==> config.mk <==
export PLATFORM = sky130hd
export DESIGN_NAME = lutram_fifo_ctrl_flat
export DESIGN_NICKNAME = d
export VERILOG_FILES = /design/src/rtl/lutram_fifo_ctrl_if.sv /design/src/rtl/lutram_fifo_ctrl.sv /design/src/flat_wrapper.sv
export SDC_FILE = /design/constraint.sdc
export NUM_CORES = 1
export LEC_CHECK = 0
export ABC_AREA = 0
export CORE_MARGIN = 4
export CORE_UTILIZATION = 64
export DETAILED_ROUTE_END_ITERATION = 16
export DONT_BUFFER_PORTS = 1
export GPL_TIMING_DRIVEN = 0
export PLACE_DENSITY = 0.8
export SLEW_MARGIN = 15
export SYNTH_ARGS = -nofsm -noshare
export SYNTH_HDL_FRONTEND = slang
export SYNTH_SLANG_ARGS = --single-unit
==> constraint.sdc <==
create_clock -name clk_in -period 5.2 [get_ports clk_in]
set_input_delay 1.04 -clock clk_in [delete_from_list [all_inputs] [get_ports clk_in]]
set_output_delay 1.04 -clock clk_in [all_outputs]
set_load 0.05 [all_outputs]
==> src/rtl/lutram_fifo_ctrl_if.sv <==
// Producer/consumer handshake bundle for lutram_fifo_ctrl.
// The FIFO takes the slave modport; the driving side takes master.
interface lutram_fifo_ctrl_if #(
    parameter int unsigned SINGLE_ENTRY_WIDTH_IN_BITS = 64
);
    logic                                  request_valid_in;
    logic [SINGLE_ENTRY_WIDTH_IN_BITS-1:0] request_in;
    logic                                  request_ready_out;
    logic                                  issue_valid_out;
    logic [SINGLE_ENTRY_WIDTH_IN_BITS-1:0] issue_out;
    logic                                  issue_ack_in;

    modport master (
        output request_valid_in, request_in, issue_ack_in,
        input  request_ready_out, issue_valid_out, issue_out
    );

    modport slave (
        input  request_valid_in, request_in, issue_ack_in,
        output request_ready_out, issue_valid_out, issue_out
    );
endinterface

==> src/rtl/lutram_fifo_ctrl.sv <==
// FIFO controller for an external dual-port read-first LUTRAM with a 1-cycle
// registered read, fronted by a 2-entry output buffer for bubble-free issue.
`ifndef BYTE_LEN_IN_BITS
`define BYTE_LEN_IN_BITS 8
`endif

module lutram_fifo_ctrl #(
    parameter int unsigned SINGLE_ENTRY_WIDTH_IN_BITS = 64,
    parameter int unsigned NUM_SET                    = 64,
    parameter int unsigned SET_PTR_WIDTH_IN_BITS      = $clog2(NUM_SET),
    parameter int unsigned WRITE_MASK_LEN             = SINGLE_ENTRY_WIDTH_IN_BITS / `BYTE_LEN_IN_BITS
) (
    input  logic                                  clk_in,
    input  logic                                  reset_n_in,
    lutram_fifo_ctrl_if.slave                     fifo_if,
    output logic [SET_PTR_WIDTH_IN_BITS+1:0]      occupancy_out,
    output logic                                  ram_write_access_en_out,
    output logic [WRITE_MASK_LEN-1:0]             ram_write_en_out,
    output logic [SET_PTR_WIDTH_IN_BITS-1:0]      ram_write_set_addr_out,
    output logic [SINGLE_ENTRY_WIDTH_IN_BITS-1:0] ram_write_data_out,
    output logic                                  ram_read_access_en_out,
    output logic [SET_PTR_WIDTH_IN_BITS-1:0]      ram_read_set_addr_out,
    input  logic [SINGLE_ENTRY_WIDTH_IN_BITS-1:0] ram_read_data_in
);
    localparam int unsigned CNT_W = SET_PTR_WIDTH_IN_BITS + 1;
    localparam int unsigned OCC_W = SET_PTR_WIDTH_IN_BITS + 2;
    localparam logic [CNT_W-1:0]                 FULL_COUNT = CNT_W'(NUM_SET);
    localparam logic [SET_PTR_WIDTH_IN_BITS-1:0] PTR_ONE    = SET_PTR_WIDTH_IN_BITS'(1);

    logic [SET_PTR_WIDTH_IN_BITS-1:0]      wr_ptr;
    logic [SET_PTR_WIDTH_IN_BITS-1:0]      rd_ptr;
    logic [CNT_W-1:0]                      ram_count;
    logic                                  inflight;
    logic [1:0]                            buf_count;
    logic [SINGLE_ENTRY_WIDTH_IN_BITS-1:0] buf_head;
    logic [SINGLE_ENTRY_WIDTH_IN_BITS-1:0] buf_tail;

    logic       ready;
    logic       push;
    logic       pop;
    logic       rd_issue;
    logic [2:0] buf_pending;

    always_comb begin
        ready       = (ram_count != FULL_COUNT);
        push        = fifo_if.request_valid_in & ready;
        pop         = (buf_count != 2'd0) & fifo_if.issue_ack_in;
        // Slots the buffer will need after this edge: held + landing - leaving.
        buf_pending = {1'b0, buf_count} + {2'b00, inflight} - {2'b00, pop};
        rd_issue    = (ram_count != '0) && (buf_pending < 3'd2);
    end

    // Write port is gated by reset so a valid held during reset never reaches the RAM.
    always_comb begin
        ram_write_access_en_out = push & reset_n_in;
        ram_write_en_out        = {WRITE_MASK_LEN{ram_write_access_en_out}};
        ram_write_set_addr_out  = ram_write_access_en_out ? wr_ptr : '0;
        ram_write_data_out      = ram_write_access_en_out ? fifo_if.request_in : '0;
        ram_read_access_en_out  = rd_issue;
        ram_read_set_addr_out   = rd_issue ? rd_ptr : '0;
    end

    always_comb begin
        fifo_if.request_ready_out = ready;
        fifo_if.issue_valid_out   = (buf_count != 2'd0);
        fifo_if.issue_out         = buf_head;
        occupancy_out             = {1'b0, ram_count} + OCC_W'(inflight) + OCC_W'(buf_count);
    end

    always_ff @(posedge clk_in or negedge reset_n_in) begin
        if (!reset_n_in) begin
            wr_ptr    <= '0;
            rd_ptr    <= '0;
            ram_count <= '0;
            inflight  <= 1'b0;
            buf_count <= '0;
            buf_head  <= '0;
            buf_tail  <= '0;
        end else begin
            if (push)     wr_ptr <= wr_ptr + PTR_ONE;
            if (rd_issue) rd_ptr <= rd_ptr + PTR_ONE;
            inflight  <= rd_issue;
            ram_count <= ram_count + CNT_W'(push) - CNT_W'(rd_issue);

            unique case ({pop, inflight})
                2'b11: begin
                    if (buf_count == 2'd2) begin
                        buf_head <= buf_tail;
                        buf_tail <= ram_read_data_in;
                    end else begin
                        buf_head <= ram_read_data_in;
                    end
                end
                2'b10: begin
                    buf_head  <= buf_tail;
                    buf_count <= buf_count - 2'd1;
                end
                2'b01: begin
                    if (buf_count == 2'd0) buf_head <= ram_read_data_in;
                    else                   buf_tail <= ram_read_data_in;
                    buf_count <= buf_count + 2'd1;
                end
                default: ;
            endcase
        end
    end
endmodule

==> src/flat_wrapper.sv <==
// flat-port wrapper written by rule: the top's interface ports become plain ports
module lutram_fifo_ctrl_flat 
#(
    parameter int unsigned SINGLE_ENTRY_WIDTH_IN_BITS = 64,
    parameter int unsigned NUM_SET                    = 64,
    parameter int unsigned SET_PTR_WIDTH_IN_BITS      = $clog2(NUM_SET),
    parameter int unsigned WRITE_MASK_LEN             = SINGLE_ENTRY_WIDTH_IN_BITS / `BYTE_LEN_IN_BITS
)
  (clk_in, reset_n_in, occupancy_out, ram_write_access_en_out, ram_write_en_out, ram_write_set_addr_out, ram_write_data_out, ram_read_access_en_out, ram_read_set_addr_out, ram_read_data_in, fifo_if_request_valid_in, fifo_if_request_in, fifo_if_issue_ack_in, fifo_if_request_ready_out, fifo_if_issue_valid_out, fifo_if_issue_out);
  lutram_fifo_ctrl_if #(.SINGLE_ENTRY_WIDTH_IN_BITS(SINGLE_ENTRY_WIDTH_IN_BITS)) fifo_if_i ();
  input  logic clk_in;
  input  logic reset_n_in;
  output logic [SET_PTR_WIDTH_IN_BITS+1:0] occupancy_out;
  output logic ram_write_access_en_out;
  output logic [WRITE_MASK_LEN-1:0] ram_write_en_out;
  output logic [SET_PTR_WIDTH_IN_BITS-1:0] ram_write_set_addr_out;
  output logic [SINGLE_ENTRY_WIDTH_IN_BITS-1:0] ram_write_data_out;
  output logic ram_read_access_en_out;
  output logic [SET_PTR_WIDTH_IN_BITS-1:0] ram_read_set_addr_out;
  input  logic [SINGLE_ENTRY_WIDTH_IN_BITS-1:0] ram_read_data_in;
  input wire logic [$bits(fifo_if_i.request_valid_in)-1:0] fifo_if_request_valid_in;
  input wire logic [$bits(fifo_if_i.request_in)-1:0] fifo_if_request_in;
  input wire logic [$bits(fifo_if_i.issue_ack_in)-1:0] fifo_if_issue_ack_in;
  output wire logic [$bits(fifo_if_i.request_ready_out)-1:0] fifo_if_request_ready_out;
  output wire logic [$bits(fifo_if_i.issue_valid_out)-1:0] fifo_if_issue_valid_out;
  output wire logic [$bits(fifo_if_i.issue_out)-1:0] fifo_if_issue_out;
  assign fifo_if_i.request_valid_in = fifo_if_request_valid_in;
  assign fifo_if_i.request_in = fifo_if_request_in;
  assign fifo_if_i.issue_ack_in = fifo_if_issue_ack_in;
  assign fifo_if_request_ready_out = fifo_if_i.request_ready_out;
  assign fifo_if_issue_valid_out = fifo_if_i.issue_valid_out;
  assign fifo_if_issue_out = fifo_if_i.issue_out;
  lutram_fifo_ctrl #(.SINGLE_ENTRY_WIDTH_IN_BITS(SINGLE_ENTRY_WIDTH_IN_BITS), .NUM_SET(NUM_SET), .SET_PTR_WIDTH_IN_BITS(SET_PTR_WIDTH_IN_BITS), .WRITE_MASK_LEN(WRITE_MASK_LEN)) u_core (.clk_in(clk_in), .reset_n_in(reset_n_in), .fifo_if(fifo_if_i), .occupancy_out(occupancy_out), .ram_write_access_en_out(ram_write_access_en_out), .ram_write_en_out(ram_write_en_out), .ram_write_set_addr_out(ram_write_set_addr_out), .ram_write_data_out(ram_write_data_out), .ram_read_access_en_out(ram_read_access_en_out), .ram_read_set_addr_out(ram_read_set_addr_out), .ram_read_data_in(ram_read_data_in));
endmodule
* Word level (Yosys, flattened, before mapping)
Index checks and enable logic that the tools add are counted.
Cells by class: muxes and demuxes 10, reduce and logical (&&, ||, !) cells 9, shifts and indexed selects 0, bitwise gates (word level) 3, multipliers 0, $lt $le $gt $ge 1, div/mod/pow operators 0, add/subtract/negate cells 10, equality and inequality tests 8
Operators by type and width (number):
- $mux 64 | 5
- $pmux 64 s3 | 1
- $pmux 64 s2 | 1
- $add 6x1->6 const B | 2
- $mux 6 | 2
- $add 7x1->8 | 1
- $add 8x2->8 | 1
- $add 7x1->7 | 1
- $ne 7x7->1 const B | 1
- $reduce_bool 7->1 | 1
- $sub 7x1->7 | 1
- $eq 2x2->1 const B | 3
- $reduce_bool 2->1 | 3
- $ne 2x1->1 const B | 2
- $pmux 2 s2 | 1
- $add 2x1->3 | 1
- $and 1x1->1 | 3
- $lt 3x2->1 const B | 1
- $reduce_and 3->1 | 1
- $reduce_bool 3->1 | 1
- $sub 3x1->3 | 1
- $add 2x1->2 const B | 1
- $eq 2x1->1 const B | 1
- $logic_not 2->1 | 1
- other kinds (4) | 4
Word-level totals: memories 0, bits in latches 0, bits of input ports 132, bits in read-only memories 0, output and inout port bits 160, flip-flop bits (word level) 150, bits in writable memories 0

* Logic depth before layout (Yosys ltp)
Gate-level depths: netlist of run 1.
depth after elaboration 6, gate-level depth with buffers 23

* Worst setup path after synthesis of run 1
No wires, ideal clock.
path type input-to-output, from input port fifo_if_issue_ack_in, to output port ram_read_set_addr_out[0], arrival time 3.807 ns, required time 4.160 ns, buffers on the path 4, cell stages on the path 12, setup slack 0.353 ns, cell sequence nand2_1 inv_2 ha_1 clkbuf_1 clkbuf_1 clkbuf_1 nand2b_1 fa_1 xor2_1 a211oi_2 buf_2 and2_1
Between the ends: cells in the longest elaborated chain, start to end 5
RTL lines:
- start, declared | line flat_wrapper.sv:23 | input wire logic [$bits(fifo_if_i.issue_ack_in)-1:0] fifo_if_issue_ack_in;
- $and 1x1->1 | line lutram_fifo_ctrl.sv:47 | pop = (buf_count != 2'd0) & fifo_if.issue_ack_in;
- $sub 3x1->3 | line lutram_fifo_ctrl.sv:49 | buf_pending = {1'b0, buf_count} + {2'b00, inflight} - {2'b00, pop};
- $lt 3x2->1 | line lutram_fifo_ctrl.sv:50 | rd_issue = (ram_count != '0) && (buf_pending < 3'd2);
- $logic_and 1x1->1 | line lutram_fifo_ctrl.sv:50
- net ram_read_access_en_out | line flat_wrapper.sv:18 | output logic ram_read_access_en_out;
- $mux 6 | line lutram_fifo_ctrl.sv:60 | ram_read_set_addr_out = rd_issue ? rd_ptr : '0;
- end, declared | line flat_wrapper.sv:19 | output logic [SET_PTR_WIDTH_IN_BITS-1:0] ram_read_set_addr_out;
The timed path passes the listed nets, and every way through them passes these cells.

* Worst setup path after layout of run 1
from register u_core.buf_count[1], to output port ram_read_set_addr_out[3]
Between the ends: cells in the longest elaborated chain, start to end 6
RTL lines:
- start, declared | line lutram_fifo_ctrl.sv:34 | logic [1:0] buf_count;
- start signal, assigned | line lutram_fifo_ctrl.sv:96 | buf_count <= buf_count - 2'd1;
- start signal, assigned | line lutram_fifo_ctrl.sv:101 | buf_count <= buf_count + 2'd1;
- $reduce_bool 2->1
- net fifo_if_issue_valid_out | line flat_wrapper.sv:25 | output wire logic [$bits(fifo_if_i.issue_valid_out)-1:0] fifo_if_issue_valid_out;
- $and 1x1->1 | line lutram_fifo_ctrl.sv:47
- $sub 3x1->3 | line lutram_fifo_ctrl.sv:49
- $lt 3x2->1 | line lutram_fifo_ctrl.sv:50
- $logic_and 1x1->1 | line lutram_fifo_ctrl.sv:50
- net ram_read_access_en_out | line flat_wrapper.sv:18
- $mux 6 | line lutram_fifo_ctrl.sv:60
The timed path passes the listed nets, and every way through them passes these cells.

==> results of run 1 <==
registers in the layout (all words and copies together) (netlist names):
signal,flops
u_core.buf_count,2
u_core.buf_tail,64
u_core.fifo_if.issue_out,64
u_core.inflight,1
u_core.ram_count,7
u_core.rd_ptr,6
u_core.wr_ptr,6
worst max-delay path, cell delays in order (launching register included):
cell,delay (ns)
dfrtp_2,0.50
nor2_4,0.20
inv_2,0.16
nand2_1,0.18
inv_2,0.08
ha_1,0.28
clkbuf_1,0.16
buf_2,0.29
nand2b_1,0.22
fa_1,0.48
inv_1,0.06
a211oi_4,0.32
buf_6,0.27
and2_4,0.27
routing by layer:
metal  wire, um  share of wire [%]
met5          0                  0
met4       1720                6.1
met3       2930                 10
met2      13800                 49
met1       9900                 35
worst max-delay path by stage:
stage	to	slack [ns]	depth (start not counted)
floorplan	ram_read_set_addr_out[0]	0.35	12
global placement	u_core.ram_count[6]	-0.25	20
detailed placement	u_core.ram_count[6]	-0.33	20
CTS	ram_read_set_addr_out[1]	0.07	13
global route	u_core.ram_count[6]	-0.007	21
finish	ram_read_set_addr_out[3]	0.25	13
area by class of cell:
class                           count  share of cell area (%)
Tap cell                          176                    2.31
Clock buffer                       21                    4.83
Sequential cell                   150                    39.4
Antenna cell                        6                   0.158
Multi-Input combinational cell    555                    45.6
Buffer                             87                    4.91
Inverter                           20                   0.788
Clock inverter                     11                    2.03
logic make-up after synthesis:
logic type                 share of synthesized area, %
and+or+nand+nor                                    13.3
xor gates and xnor gates                           2.24
adders and majority gates                          3.83
AOI/OAI and AO/OA                                  20.0
DFF                                                43.6
buffers and inverters                              6.26
muxes                                              10.8
synthesized netlist by cell type (2+ instances only):
master,n,share of area (%)
dfrtp_1,150,44
nand2_1,134,5.8
and3_1,72,5.2
a21o_1,65,5.7
a221oi_1,64,6.5
a311oi_1,64,6.5
mux2_4,50,8.7
clkbuf_1,48,2.1
ha_1,20,2.9
inv_1,18,0.78
buf_2,17,0.99
buf_4,16,1.4
mux2_2,16,2.1
xnor2_1,15,1.5
and2_1,7,0.51
buf_6,7,0.92
xor2_1,7,0.71
nand4_1,5,0.36
nor2b_1,5,0.36
a21oi_1,4,0.23
fa_1,4,0.93
nor2_1,4,0.17
o21ai_0,3,0.17
inv_2,2,0.087
nand2b_1,2,0.15
nand3_1,2,0.12
repair_timing:
| item | CTS | global route |
|---|---|---|
| gates resized for setup | 16 | 2 |
| endpoints found under the setup margin | 10 | 9 |
| pin swaps | 1 | 0 |
through the flow:
step	setup TNS [ns]	util, %	setup slack (ns)	instance area [um2]	hold WS (ns)
2_1_floorplan	0	-	0.353	8610	0.438
3_3_place_gp	-1.61	67.0	-0.246	8830	0.454
3_5_place_dp	-2.06	67.0	-0.333	8830	0.464
4_1_cts	0	72.1	0.0744	9510	0.297
5_1_grt	-0.00651	72.3	-0.00651	9530	0.289
6_report	0	72.3	0.248	9530	0.309
power by group:
| group | switching [W] | total (W) | internal [W] |
|---|---|---|---|
| sequential | 0.00135 | 0.00312 | 0.00176 |
| clock | 0.000496 | 0.00138 | 0.000880 |
| combinational | 0.00238 | 0.00403 | 0.00165 |
| total | 0.00423 | 0.00852 | 0.00429 |
==> results.md, run 1 <==
* GRT Max-Usage Layer: met2
* Hold WC Path Type: in -> async
* Final HPWL DP at 20,700 um
* Maxcap violations at 0
* Period utilisation layout at 95.2%
* Tightest Pin Transition at 1.16 ns
* Wirelength per Cell at between 20 and 30 um
* Seq/Total Area, Yosys at 43.6%
* Synth Flop Type: dfrtp_1
* Starting density of the core at between 60% and 70%
* Crit Path Class: reg -> out
* Post-CTS setup repair buffer count at 0
* CTS tree: done
* Nets at 987
* Fillers at 911
* Yosys warns at 0
* Register Area at 3750 um2
* Setup violations, final at 0
* Vias in the first global route at between 7,000 and 8,000
* Total congestion overflow at 0
* Final Hold Violating Endpoints at 0
* Drt pass-1 iters at 5
* Reg2reg path depth at 21
* Post-synth EDFFs at 0
* CP endpoint kind: output pin
* Vias at 7,253
* Max FO, Critical Path at 19
* Finished Layout Cells at 1,026
* Critical path arrival at 3.91 ns
* Drt via density at 7.07
* Largest net degree at the start of global routing at 159
* R2r startpoint: u_core.buf_count[1]
* CP required at 4.16 ns
* GRT met2 Usage at 59.6%
* CTS sink count at 150
* Chip height at ~120 um
* Post-synthesis sequential element count at 150
* CTS Root Cell: clkbuf_16
* R2R setup slack at 0.32 ns
* Reg-to-reg endpoint: u_core.ram_count[6]
* Cts hold-fix bufs at 0
* Status: finished, final reports clean
* First-pass GRT wire length at roughly 42,000 um
* Clock Latency Late Sink at 0.42 ns
* Final Wtd Congestion at around 0.94
* Max Clock Skew at 0.00625 ns
* DRT iter0 DRCs at 713
* # IOs at 292
* Mean Syn Cell Area at 10.6 um2
* Slew HR at 22.2%
* Tot GR Track Use at 36.4%
* Synth async-reset ratio at 100%
* DRC Markers at 0
* Reg clk slew, reported paths at 0.06 ns
* Most common cell after layout, fill and taps aside: dfrtp_1
* H-tree depth at 4
* Synth cell types at 38
* DP Cell Count at 989
* Most frequent cells in the layout: dfrtp_1 (149), nand2_1 (134), and3_1 (72)
* Clock Path Buffers at 2
* Final slew viol count at 0
* Die span in x at 124 um
* Final wirelength at 28,300 um
* Power per standard cell area at 894 nW/um2
* Number of buffers created by CTS at 17
* CP startpoint kind: register
* Layout cell share with drive strength beyond 1 at 18.0%
* Layout area overhead at 10.6%
* Final min period at slightly below 5 ns
* Standard-cell rows at 42
* Met1 global-route usage at 41.3%
* Antenna-violating nets left at 0
* Syn Nets at 969
* Gate count after technology mapping at 813
* Die ar. at approximately 15,000 um2
* Mapped cell area at about 8600 um2
* Multi-input logic area at 4340 um2
* Worst Setup SP: u_core.buf_count[1]
* Leakage at 4.65 nW
* Worst vdd ir at 0.530 mV
* Total power at around 0.0085 W
* Core area at 13,200 um2
* Highest clock rate at 202 MHz
* Initial antenna violation count at 7
* Met3 Usage GRT at 13.6%
* PortBufs at 0
No activity file was read; power rests on OpenSTA's default activity.
==> run 2, diff against run 1 <==
--- a/config.mk
+++ b/config.mk
@@ -6,6 +6,7 @@
 export NUM_CORES = 1
 export LEC_CHECK = 0
 export ABC_AREA = 0
+export CORE_ASPECT_RATIO = 1.1
 export CORE_MARGIN = 4
 export CORE_UTILIZATION = 64
 export DETAILED_ROUTE_END_ITERATION = 16
==> constraint.sdc (replaced) <==
create_clock -name clk_in -period 5.2 [get_ports clk_in]
set_input_delay 0.52 -clock clk_in [delete_from_list [all_inputs] [get_ports clk_in]]
set_output_delay 0.52 -clock clk_in [all_outputs]
set_load 0.05 [all_outputs]
==> results.md, run 2 (synthesis gave the netlist of run 1 again) <==
* Status: finished, final reports clean
* Initial antenna violation count at 3
* R2r startpoint: u_core.buf_count[1]
* Final Wtd Congestion at 0.935
* Finished Layout Cells at between 1,000 and 1,500
* CP endpoint kind: register
* Post-CTS setup repair buffer count at 0
* Hold WS at about 0.077 ns
* Most common cell after layout, fill and taps aside: dfrtp_1
* RSZ-0062 raised after global routing: no
* Antenna-violating nets left at 0
* Layout area overhead at 8.92%
* Die ar. at around 15,000 um2
* Wirelength per Cell at 27.2 um
* Drt via density at 7.03
* Final slew viol count at 0
* Largest net degree at the start of global routing at 151
* Leakage at 4.58 nW
* CTS tree: done
* Highest clock rate at about 210 MHz
* Clock Path Buffers at 2
* Most frequent cells in the layout: dfrtp_1 (149), nand2_1 (134), and3_1 (72)
* Comb power frac at 48.5%
* Max Clock Skew at 0.00743 ns
* Maxcap violations at 0
* Power per standard cell area at 873 nW/um2
* Reg2reg path depth at 21
* CTS sink count at 150
* Final min period at 4.83 ns
* Switching Share at 51.3%
* Crit Path Class: reg -> reg
* Cell Int Power at 0.00399 W
* Drt pass-1 iters at 5
* Die span in x at between 100 and 150 um
* Final Hold Violating Endpoints at 0
* Standard-cell rows at 44
* Max FO, Critical Path at 19
* DP Cell Count at 974
* Tightest Pin Transition at 1.16 ns
* Final wirelength at about 27,000 um
* Vias at 7,090
* CP required at between 5 and 6 ns
* Worst vdd ir at around 0.91 mV
* Slew HR at a little over a fifth
* Period utilisation layout at between 90% and 100%
* Critical path arrival at 5.14 ns
* PortBufs at 0
* Final HPWL DP at just over 20,000 um
* Clock share of power at between 10% and 20%
* Number of buffers created by CTS at 17
* Sw power at 0.00420 W
* Reg-to-reg endpoint: u_core.ram_count[6]
* Clock Latency Late Sink at 0.43 ns
* # IOs at 292
* Vias in the first global route at 6,998
* DRC Markers at 0
* Total congestion overflow at 0
* Reg clk slew, reported paths at 0.06 ns
* Core area at 13,200 um2
* Tot GR Track Use at a little over a third
* Post-placement cell area at 8820 um2
* Nets at 988
* Hold WC Path Type: in -> async
* CTS Root Cell: clkbuf_16
* Layout cell share with drive strength beyond 1 at 17.4%
* Sequential Power Share at 38.0%
* DRT iter0 DRCs at 732
* First-pass GRT wire length at 40,700 um
* Chip height at 130 um
* CP startpoint kind: register
* Design Area, Final at ~9400 um2
* Starting density of the core at around two thirds
* R2R setup slack at 0.37 ns
* H-tree depth at 4
* Setup violations, final at 0
run 2: cell type report:
cell class                 instances  area [um2]
antenna                            3        7.51
buffer                            87         468
clock buffer                      19         433
clock inverter                    13        86.3
fill                             957        3830
inverter                          20        75.1
multi-input combinational        555        4330
sequential                       150        3750
tap                              161         201
timing repair buffer               1        27.5
run 2: what timing repair did:
action | in CTS | in global routing
endpoints found under the hold margin | 150 | 0
pin swaps | 0 | 1
hold buffers | 1 | 0
gates resized for setup | 4 | 2
endpoints found under the setup margin | 9 | 4
run 2: power groups by stage:
stage	clock [W]	combinational [W]	sequential [W]
floorplan	0	0.00320	0.00295
global placement	0	0.00373	0.00307
detailed placement	0	0.00387	0.00312
CTS	0.00111	0.00394	0.00310
global route	0.00116	0.00429	0.00318
finish	0.00110	0.00398	0.00311
run 2: how the worst max path moves through the flow:
stage | start | to | slack (ns)
2_1_floorplan | u_core.buf_count[1] | u_core.ram_count[6] | 0.51
6_report | u_core.buf_count[1] | u_core.ram_count[6] | 0.37
3_3_place_gp | u_core.buf_count[1] | u_core.ram_count[6] | -0.22
3_5_place_dp | u_core.buf_count[1] | u_core.ram_count[6] | -0.36
5_1_grt | u_core.buf_count[1] | u_core.ram_count[6] | 0.08
4_1_cts | u_core.buf_count[1] | u_core.ram_count[6] | 0.0006
run 2: worst max-delay path, stage by stage (launching register included):
cell	delay, ns
dfrtp_2	0.49
nor2_4	0.21
inv_2	0.17
nand2_1	0.16
inv_2	0.08
ha_1	0.27
clkbuf_1	0.18
buf_2	0.30
nand2b_1	0.21
fa_1	0.48
inv_1	0.06
a211oi_4	0.30
buf_6	0.26
ha_1	0.27
inv_1	0.06
ha_1	0.16
inv_1	0.05
fa_1	0.40
nor2b_1	0.18
o311a_1	0.21
or4_1	0.12
nand3_1	0.06
run 2: stage by stage:
stage / total power [W] / setup WS, ns / TNS (ns) / utilization [%]
finish: 0.00819 / 0.370 / 0 / 71.0
global route: 0.00862 / 0.0824 / 0 / 71.0
CTS: 0.00815 / 0.000619 / 0 / 70.9
detailed placement: 0.00699 / -0.361 / -0.853 / 66.7
global placement: 0.00680 / -0.219 / -0.458 / 66.7
floorplan: 0.00616 / 0.510 / 0 / -
run 2: routing by layer:
layer	track usage [%]	share of wire [%]	routed length (um)	vias to the layer above
met5	0	0	0	-
met4	13.7	3.8	1040	0
met3	13.5	10	2730	69
met2	59.6	50	13800	425
met1	39.4	36	9870	3549
li1	-	-	-	3047
